## src/rtl/adc_spi_capture.sv

```systemverilog
// adc_spi_capture: turns a start request into one 16-clock SPI read frame,
// deserialises an 8-bit ADC sample and flags framing-bit violations.
module adc_spi_capture #(
    parameter int unsigned CLK_DIV  = 8,
    parameter int unsigned CS_SETUP = 4,
    parameter int unsigned CS_QUIET = 8
) (
    input  logic       clk,
    input  logic       rst,
    input  logic       start,
    input  logic       sdata,
    output logic       cs_n,
    output logic       sclk,
    output logic [7:0] data,
    output logic       valid,
    output logic       frame_err,
    output logic       busy
);

    typedef enum logic [2:0] {
        IDLE,
        SETUP,
        SHIFT,
        HOLD,
        QUIET
    } state_t;

    localparam logic [15:0] SETUP_LAST = 16'(CS_SETUP - 1);
    localparam logic [15:0] HALF_LAST  = 16'(CLK_DIV - 1);
    localparam logic [15:0] PER_LAST   = 16'(2 * CLK_DIV - 1);
    localparam logic [15:0] QUIET_LAST = 16'(CS_QUIET - 1);

    state_t      state;
    state_t      state_nxt;
    logic [15:0] cnt;
    logic [15:0] cnt_nxt;
    logic [4:0]  bit_k;
    logic [4:0]  bit_k_nxt;
    logic [7:0]  sr;
    logic [7:0]  sr_nxt;
    logic        err;
    logic        err_nxt;
    logic        sclk_nxt;
    logic [2:0]  start_sync;
    logic [1:0]  sdata_sync;
    logic        req;
    logic        sd;

    // start_sync[2] is the previous synchronised value for edge detection
    assign req = start_sync[2] & ~start_sync[1];
    assign sd  = sdata_sync[1];

    always_ff @(posedge clk or posedge rst) begin
        if (rst) begin
            start_sync <= '1;
            sdata_sync <= '1;
        end else begin
            start_sync <= {start_sync[1:0], start};
            sdata_sync <= {sdata_sync[0], sdata};
        end
    end

    always_comb begin
        state_nxt = state;
        cnt_nxt   = cnt;
        bit_k_nxt = bit_k;
        sr_nxt    = sr;
        err_nxt   = err;
        sclk_nxt  = sclk;
        unique case (state)
            IDLE: begin
                sclk_nxt = 1'b1;
                if (req) begin
                    state_nxt = SETUP;
                    cnt_nxt   = '0;
                    sr_nxt    = '0;
                    err_nxt   = 1'b0;
                end
            end
            SETUP: begin
                if (cnt == SETUP_LAST) begin
                    state_nxt = SHIFT;
                    cnt_nxt   = '0;
                    bit_k_nxt = '0;
                    sclk_nxt  = 1'b0;
                end else begin
                    cnt_nxt = cnt + 16'd1;
                end
            end
            SHIFT: begin
                // Sample on the cycle sclk is driven 0->1
                if (cnt == HALF_LAST) begin
                    sclk_nxt  = 1'b1;
                    bit_k_nxt = bit_k + 5'd1;
                    if (bit_k >= 5'd3 && bit_k <= 5'd10) begin
                        sr_nxt = {sr[6:0], sd};
                    end else if (bit_k != 5'd15) begin
                        err_nxt = err | sd;
                    end
                end
                if (cnt == PER_LAST) begin
                    cnt_nxt = '0;
                    if (bit_k == 5'd16) begin
                        state_nxt = HOLD;
                        sclk_nxt  = 1'b1;
                    end else begin
                        sclk_nxt = 1'b0;
                    end
                end else begin
                    cnt_nxt = cnt + 16'd1;
                end
            end
            HOLD: begin
                state_nxt = QUIET;
                cnt_nxt   = '0;
            end
            QUIET: begin
                if (cnt == QUIET_LAST) begin
                    state_nxt = IDLE;
                    cnt_nxt   = '0;
                end else begin
                    cnt_nxt = cnt + 16'd1;
                end
            end
            default: state_nxt = IDLE;
        endcase
    end

    always_ff @(posedge clk or posedge rst) begin
        if (rst) begin
            state     <= IDLE;
            cnt       <= '0;
            bit_k     <= '0;
            sr        <= '0;
            err       <= 1'b0;
            cs_n      <= 1'b1;
            sclk      <= 1'b1;
            data      <= '0;
            valid     <= 1'b0;
            frame_err <= 1'b0;
            busy      <= 1'b0;
        end else begin
            state     <= state_nxt;
            cnt       <= cnt_nxt;
            bit_k     <= bit_k_nxt;
            sr        <= sr_nxt;
            err       <= err_nxt;
            cs_n      <= !(state_nxt == SETUP || state_nxt == SHIFT);
            sclk      <= sclk_nxt;
            busy      <= (state_nxt != IDLE);
            valid     <= (state_nxt == HOLD);
            frame_err <= (state_nxt == HOLD) & err_nxt;
            if (state_nxt == HOLD) begin
                data <= sr_nxt;
            end
        end
    end

endmodule

```

## config.mk

```make
export PLATFORM = sky130hd
export DESIGN_NAME = adc_spi_capture
export DESIGN_NICKNAME = d
export VERILOG_FILES = /design/src/rtl/adc_spi_capture.sv
export SDC_FILE = /design/constraint.sdc
export NUM_CORES = 1
export LEC_CHECK = 0
export CAP_MARGIN = 0
export CORE_ASPECT_RATIO = 1.4
export CORE_MARGIN = 4
export CORE_UTILIZATION = 60
export CTS_BUF_LIST = sky130_fd_sc_hd__clkbuf_4 sky130_fd_sc_hd__clkbuf_8
export CTS_CLUSTER_SIZE = 10
export DETAILED_ROUTE_END_ITERATION = 7
export PLACE_DENSITY = 0.81
export SETUP_SLACK_MARGIN = 0.02
export SYNTH_ARGS = -nofsm -noshare
export SYNTH_HDL_FRONTEND = slang
export SYNTH_SLANG_ARGS = --single-unit
export TNS_END_PERCENT = 5
```

## constraint.sdc

```tcl
create_clock -name clk -period 2.2 [get_ports clk]
set_clock_uncertainty 0.1 [all_clocks]
set_input_delay 0.44 -clock clk [delete_from_list [all_inputs] [get_ports clk]]
set_output_delay 0.44 -clock clk [all_outputs]
set_load 0.01 [all_outputs]
```

# After elaboration in Yosys (flattened, before gate mapping)
# Cells that the tools add are included.
# totals
reg_bits,51
in_bits,4
out_inout_bits,13
wordCells,76
# classes
addsub,2
n_lt_le_gt_ge,2
n_eq_ne,16
muxes,28
bitwise_logic,4
reduce_logical,11
# ops
operator,count
$pmux 16 s5,1
$mux 16,4
$mux 8,3
$add 16x1->16 const B,1
$eq 16x2->1 const B,1
$eq 16x3->1 const B,1
$eq 16x4->1 const B,1
$pmux 8 s2,1
$mux 3,5
$pmux 3 s5,1
$eq 3x2->1 const B,4
$mux 5,2
$pmux 5 s2,1
$mux 1,8
$eq 3x1->1 const B,2
$ne 2x2->1 const B,3
$reduce_and 3->1,2
$reduce_bool 3->1,2
$add 5x1->5 const B,1
$eq 5x5->1 const B,1
$ge 5x2->1 const B,1
$le 5x4->1 const B,1
$ne 5x4->1 const B,1
$reduce_bool 5->1,1
other kinds (13),14

# Logic depth before layout (Yosys ltp)
# logic_depth
word_depth,7
ltp_mapped,8
mapped_depth_nobuf,7

# Worst setup path before layout
# No wires, ideal clock.
# synth_path
path_kind,reg-to-reg
from,register cnt[4]
to,register data[1]
setup_time_ns,0.125
arrival_ns,1.750
t_required_ns,1.975
path_slack_ns,0.226
stages_incl_launch_ff,5
n_path_buf,0
synth_period_minus_slack_ns,1.974
path_cell_list,dfrtp_1 > nor4_4 > nand4_1 > nor3_4 > mux2_2
# synth_via
elab_chain_len,4
elab_cells_between_ends,10
cone_classes,eq/ne (4); mux (6)
# synth_lines
element,line,rtl
from (decl),35,logic [15:0] cnt;
from (signal assigned),144,cnt <= cnt_nxt;
$eq 16x3->1 (tied with other cells),"92, 118",
"$mux 3, on equally long branches","118, 101, 81",
$pmux 3 s5,70,unique case (state)
$eq 3x2->1,153,if (state_nxt == HOLD) begin
to (signal assigned),154,data <= sr_nxt;
to (decl),14,"output logic [7:0] data,"
# Several ways; a longest one is shown, not always the timed one.
# A chain may end at the register's enable or synchronous reset.

# Final worst setup path
# layout_path
from,register cnt[13]
to,register cnt[2]
# layout_via
elab_chain_len,3
elab_cells_between_ends,7
cone_classes,eq/ne (3); mux (4)
# layout_lines
element,line,rtl
$eq 16x3->1 (tied with other cells),118,if (cnt == QUIET_LAST) begin
"$mux 16, on equally long branches","118, 101, 81",
$pmux 16 s5 *,70,
# Mark *: on every way between the ends. The rest lies on a longest branch, timed or not.

==> metrics <==
via count normalized by instance count between 6 and 7; run status complete, no violations; total iterations of the first detailed-routing run 4; synthesized cell area between 0.002 and 0.0025 mm²; Setup TNS 0 ps; crit path capture type flip-flop; nets@finish between 200 and 300; pin slew with the least headroom to its limit 426 ps; flip-flop and latch count after synthesis 51; first-pass GRT wire length ~8500 µm; data required time of the critical path approximately 2300 ps; CTS Buf Count 5; syn_nets roughly 240; initial cell density of the core 0.627; synth-to-layout area growth 18.2%; proportion of synthesized flip-flops having asynchronous set or reset 1.00; launching point of the worst reg2reg path cnt[13]; count of buffers from port buffering 16; Die ar. 0.00524 mm²; number of levels in the clock H-tree 2; clock slew at reported path FFs roughly 90 ps; library cell contributing the largest single delay on the critical path sky130_fd_sc_hd__dfrtp_1; cell type group with the largest total delay on the critical path simple AND/OR/NAND/NOR gates; WP buf/inv 1; reg2reg setup slack around 100 ps; hpwl dp roughly 3500 µm; finished layout cell area 0.00293 mm²; most frequently used flop master after synthesis sky130_fd_sc_hd__dfrtp_1; number of endpoints with negative hold slack in the final report 0; period utilization 0.956; count of antenna-violating nets left after detailed routing 0; final worst slack ~100 ps; Slew headroom 0.709; largest net degree at the start of global routing 31; worst-path fanout max 13; number of placed cells counting well taps roughly 290; standard-cell rows 27; total wirelength of the detailed-routed design roughly 4800 µm; slowest cell delay on critical path 440 ps; Final Instance Count excl. Fillers 300; worst setup path category flip-flop to flip-flop; Worst VDD drop roughly 730 µV; worst slack at placement 5.51 ps; total global routing track utilization 0.198; Slew Limit Fails 0; f_max between 400 and 500 MHz; leakage power total ~1.3 nW; clock network latency to the later pin of the worst-skew pair between 300 and 400 ps; terminus of the critical flop-to-flop path cnt[2]; diode count 0; total area of multi-input combinational cells around 0.0012 mm²; number of clock sinks seen by CTS 51; data arrival time at the worst-slack endpoint around 2200 ps; remaining design rule violation count 0; routed length per placed instance about 16 µm; overall die width between 60 and 70 µm; startpoint kind of the worst setup timing path flip-flop; post-route minimum period 2100 ps; Power Dens Cells 900 mW/mm²; path depth of the worst reg2reg path 6; total I/O pin count 17; number of filler instances in the final layout roughly 260; setup violation total in the final timing report 0; worst-case clock buffer depth 2; Vert. Die Dim 84.0 µm; number of flops mapped to enable cells by yosys 0; Yosys warning total 0; number of maximum-capacitance constraint violations 0; synthesized instance count ~230; sequential-to-total area share from yosys stat 0.519; share of layout cells above drive strength 1 0.198; number of antenna violations at the first check in global routing 0; number of DRC markers after the initial detailed-route iteration between 100 and 150; total area of sequential cells 0.00129 mm²; placement-stage cell area ~0.0028 mm²; hold crit path type input port to asynchronous set/reset pin; setup repair after global routing missed its margin yes; core outline area slightly below 0.004 mm²; clock tree from TritonCTS done; global placement routability congestion around 0.9; Clock Tree Root sky130_fd_sc_hd__clkbuf_8; count of distinct cell types in the synthesized netlist 44; Critical Path, Cell by Cell nor4_4, nand4_1, a22oi_2, and3b_2, buf_12, o2bb2ai_1; post-synthesis area per instance approximately 11 µm²; gr ovfl total 0; number of global-route vias before repair approximately 1900; via count roughly 1800
[final cells by class]
cell class                 instances  share of cell area
multi-input combinational        161               0.397
clock buffer                       5              0.0235
timing repair buffer              31               0.106
inverter                           6             0.00769
tap                               43              0.0184
clock inverter                     3             0.00769
sequential                        51               0.440
[cells by family (layout without fill, tap and decap cells)]
kind of cell,count (synthesis),in the layout,share of synthesized area
xor+xnor,14,14,0.0495
buf+inv,16,45,0.0268
flops,51,51,0.519
compound gates,28,28,0.0788
fa+ha+maj,5,5,0.0253
mux,9,9,0.0409
simple gates,105,105,0.260
[worst max path at each step]
stage,start,endpoint,slack (ps),depth (start not counted)
after floorplan,cnt[4],data[1],230,4
after global placement,cnt[5],cnt[2],30,6
after detailed placement,bit_k[1],sr[7],6,6
after CTS,cnt[9],data[6],50,5
after global routing,cnt[11],cnt[2],-50,6
final,cnt[13],cnt[2],100,6
[synthesized netlist by cell type (2+ instances only)]
cell type	count	area, µm²
sky130_fd_sc_hd__nor4b_1	3	26.3
sky130_fd_sc_hd__o21ai_0	6	30.0
sky130_fd_sc_hd__a22o_1	10	87.6
sky130_fd_sc_hd__clkbuf_1	7	26.3
sky130_fd_sc_hd__and3b_1	2	17.5
sky130_fd_sc_hd__or3b_2	2	17.5
sky130_fd_sc_hd__and4_1	4	35.0
sky130_fd_sc_hd__mux2_1	5	56.3
sky130_fd_sc_hd__a21oi_1	5	25.0
sky130_fd_sc_hd__dfrtp_1	44	1100
sky130_fd_sc_hd__nor3_1	4	20.0
sky130_fd_sc_hd__ha_1	5	62.6
sky130_fd_sc_hd__nor4_4	3	63.8
sky130_fd_sc_hd__nor2_1	19	71.3
sky130_fd_sc_hd__and3_1	3	18.8
sky130_fd_sc_hd__nor3b_1	2	15.0
sky130_fd_sc_hd__inv_1	6	22.5
sky130_fd_sc_hd__buf_2	2	10.0
sky130_fd_sc_hd__mux2_2	4	45.0
sky130_fd_sc_hd__xnor2_1	13	114
sky130_fd_sc_hd__nand4_1	7	43.8
sky130_fd_sc_hd__nor4_1	11	68.8
sky130_fd_sc_hd__nor2b_1	4	25.0
sky130_fd_sc_hd__nand3_1	16	80.1
sky130_fd_sc_hd__dfstp_2	7	184
sky130_fd_sc_hd__nand2_1	16	60.1
[per-stage QoR]
stage / utilization / hold slack (ps) / power (mW)
after floorplan: - / 245 / 1.73
after global placement: 0.704 / 247 / 2.06
after detailed placement: 0.704 / 247 / 2.07
after CTS: 0.729 / 206 / 2.63
after global routing: 0.741 / 230 / 2.81
final: 0.741 / 216 / 2.63
[flip-flops by register name, summed over array words and instances (netlist names), 2 cells and up]
signal,cells
sdata_sync,2
cnt,16
state,3
bit_k,5
data,8
sr,8
start_sync,3
[what timing repair did]
action | CTS | global route
gates resized for setup | 2 | 9
buffers inserted | 0 | 3
pin swaps | 1 | 7
hold buffers | 0 | 0
endpoints found under the setup margin | 14 | 30
[layout by cell type, fill, tap and decap left out, types with 2 or more instances in the layout]
cell type,count
sky130_fd_sc_hd__inv_1,5
sky130_fd_sc_hd__mux2_1,4
sky130_fd_sc_hd__nor3b_1,2
sky130_fd_sc_hd__nor2b_1,4
sky130_fd_sc_hd__a21oi_1,5
sky130_fd_sc_hd__ha_1,5
sky130_fd_sc_hd__and3_1,3
sky130_fd_sc_hd__and4_1,4
sky130_fd_sc_hd__nor4_1,10
sky130_fd_sc_hd__nor2_1,19
sky130_fd_sc_hd__o21ai_0,5
sky130_fd_sc_hd__a22o_1,10
sky130_fd_sc_hd__buf_12,3
sky130_fd_sc_hd__nor4_4,3
sky130_fd_sc_hd__dfrtp_2,3
sky130_fd_sc_hd__clkbuf_8,5
sky130_fd_sc_hd__nor3_4,2
sky130_fd_sc_hd__nor3_1,4
sky130_fd_sc_hd__dfrtp_1,41
sky130_fd_sc_hd__xnor2_1,13
sky130_fd_sc_hd__clkdlybuf4s50_1,16
sky130_fd_sc_hd__dfstp_2,7
sky130_fd_sc_hd__nand4_1,7
sky130_fd_sc_hd__nand3_1,16
sky130_fd_sc_hd__mux2_2,4
sky130_fd_sc_hd__nand2_1,16
sky130_fd_sc_hd__buf_4,12
sky130_fd_sc_hd__nor4b_1,2
[where the power goes]
| group | switching, mW | internal [mW] | leakage (nW) |
|---|---|---|---|
| registers | 0.128 | 1.05 | 0.676 |
| clock network | 0.311 | 0.228 | 0.0485 |
| logic | 0.500 | 0.421 | 0.564 |
[metal layers]
metal,GRT usage,share of wire,vias to the layer above
li1,-,-,885
met1,0.220,0.41,896
met5,0,0,-
met4,0.0772,0.015,0
met3,0.0458,0.027,8
met2,0.358,0.55,22
No activity file was read; power rests on OpenSTA's default activity.
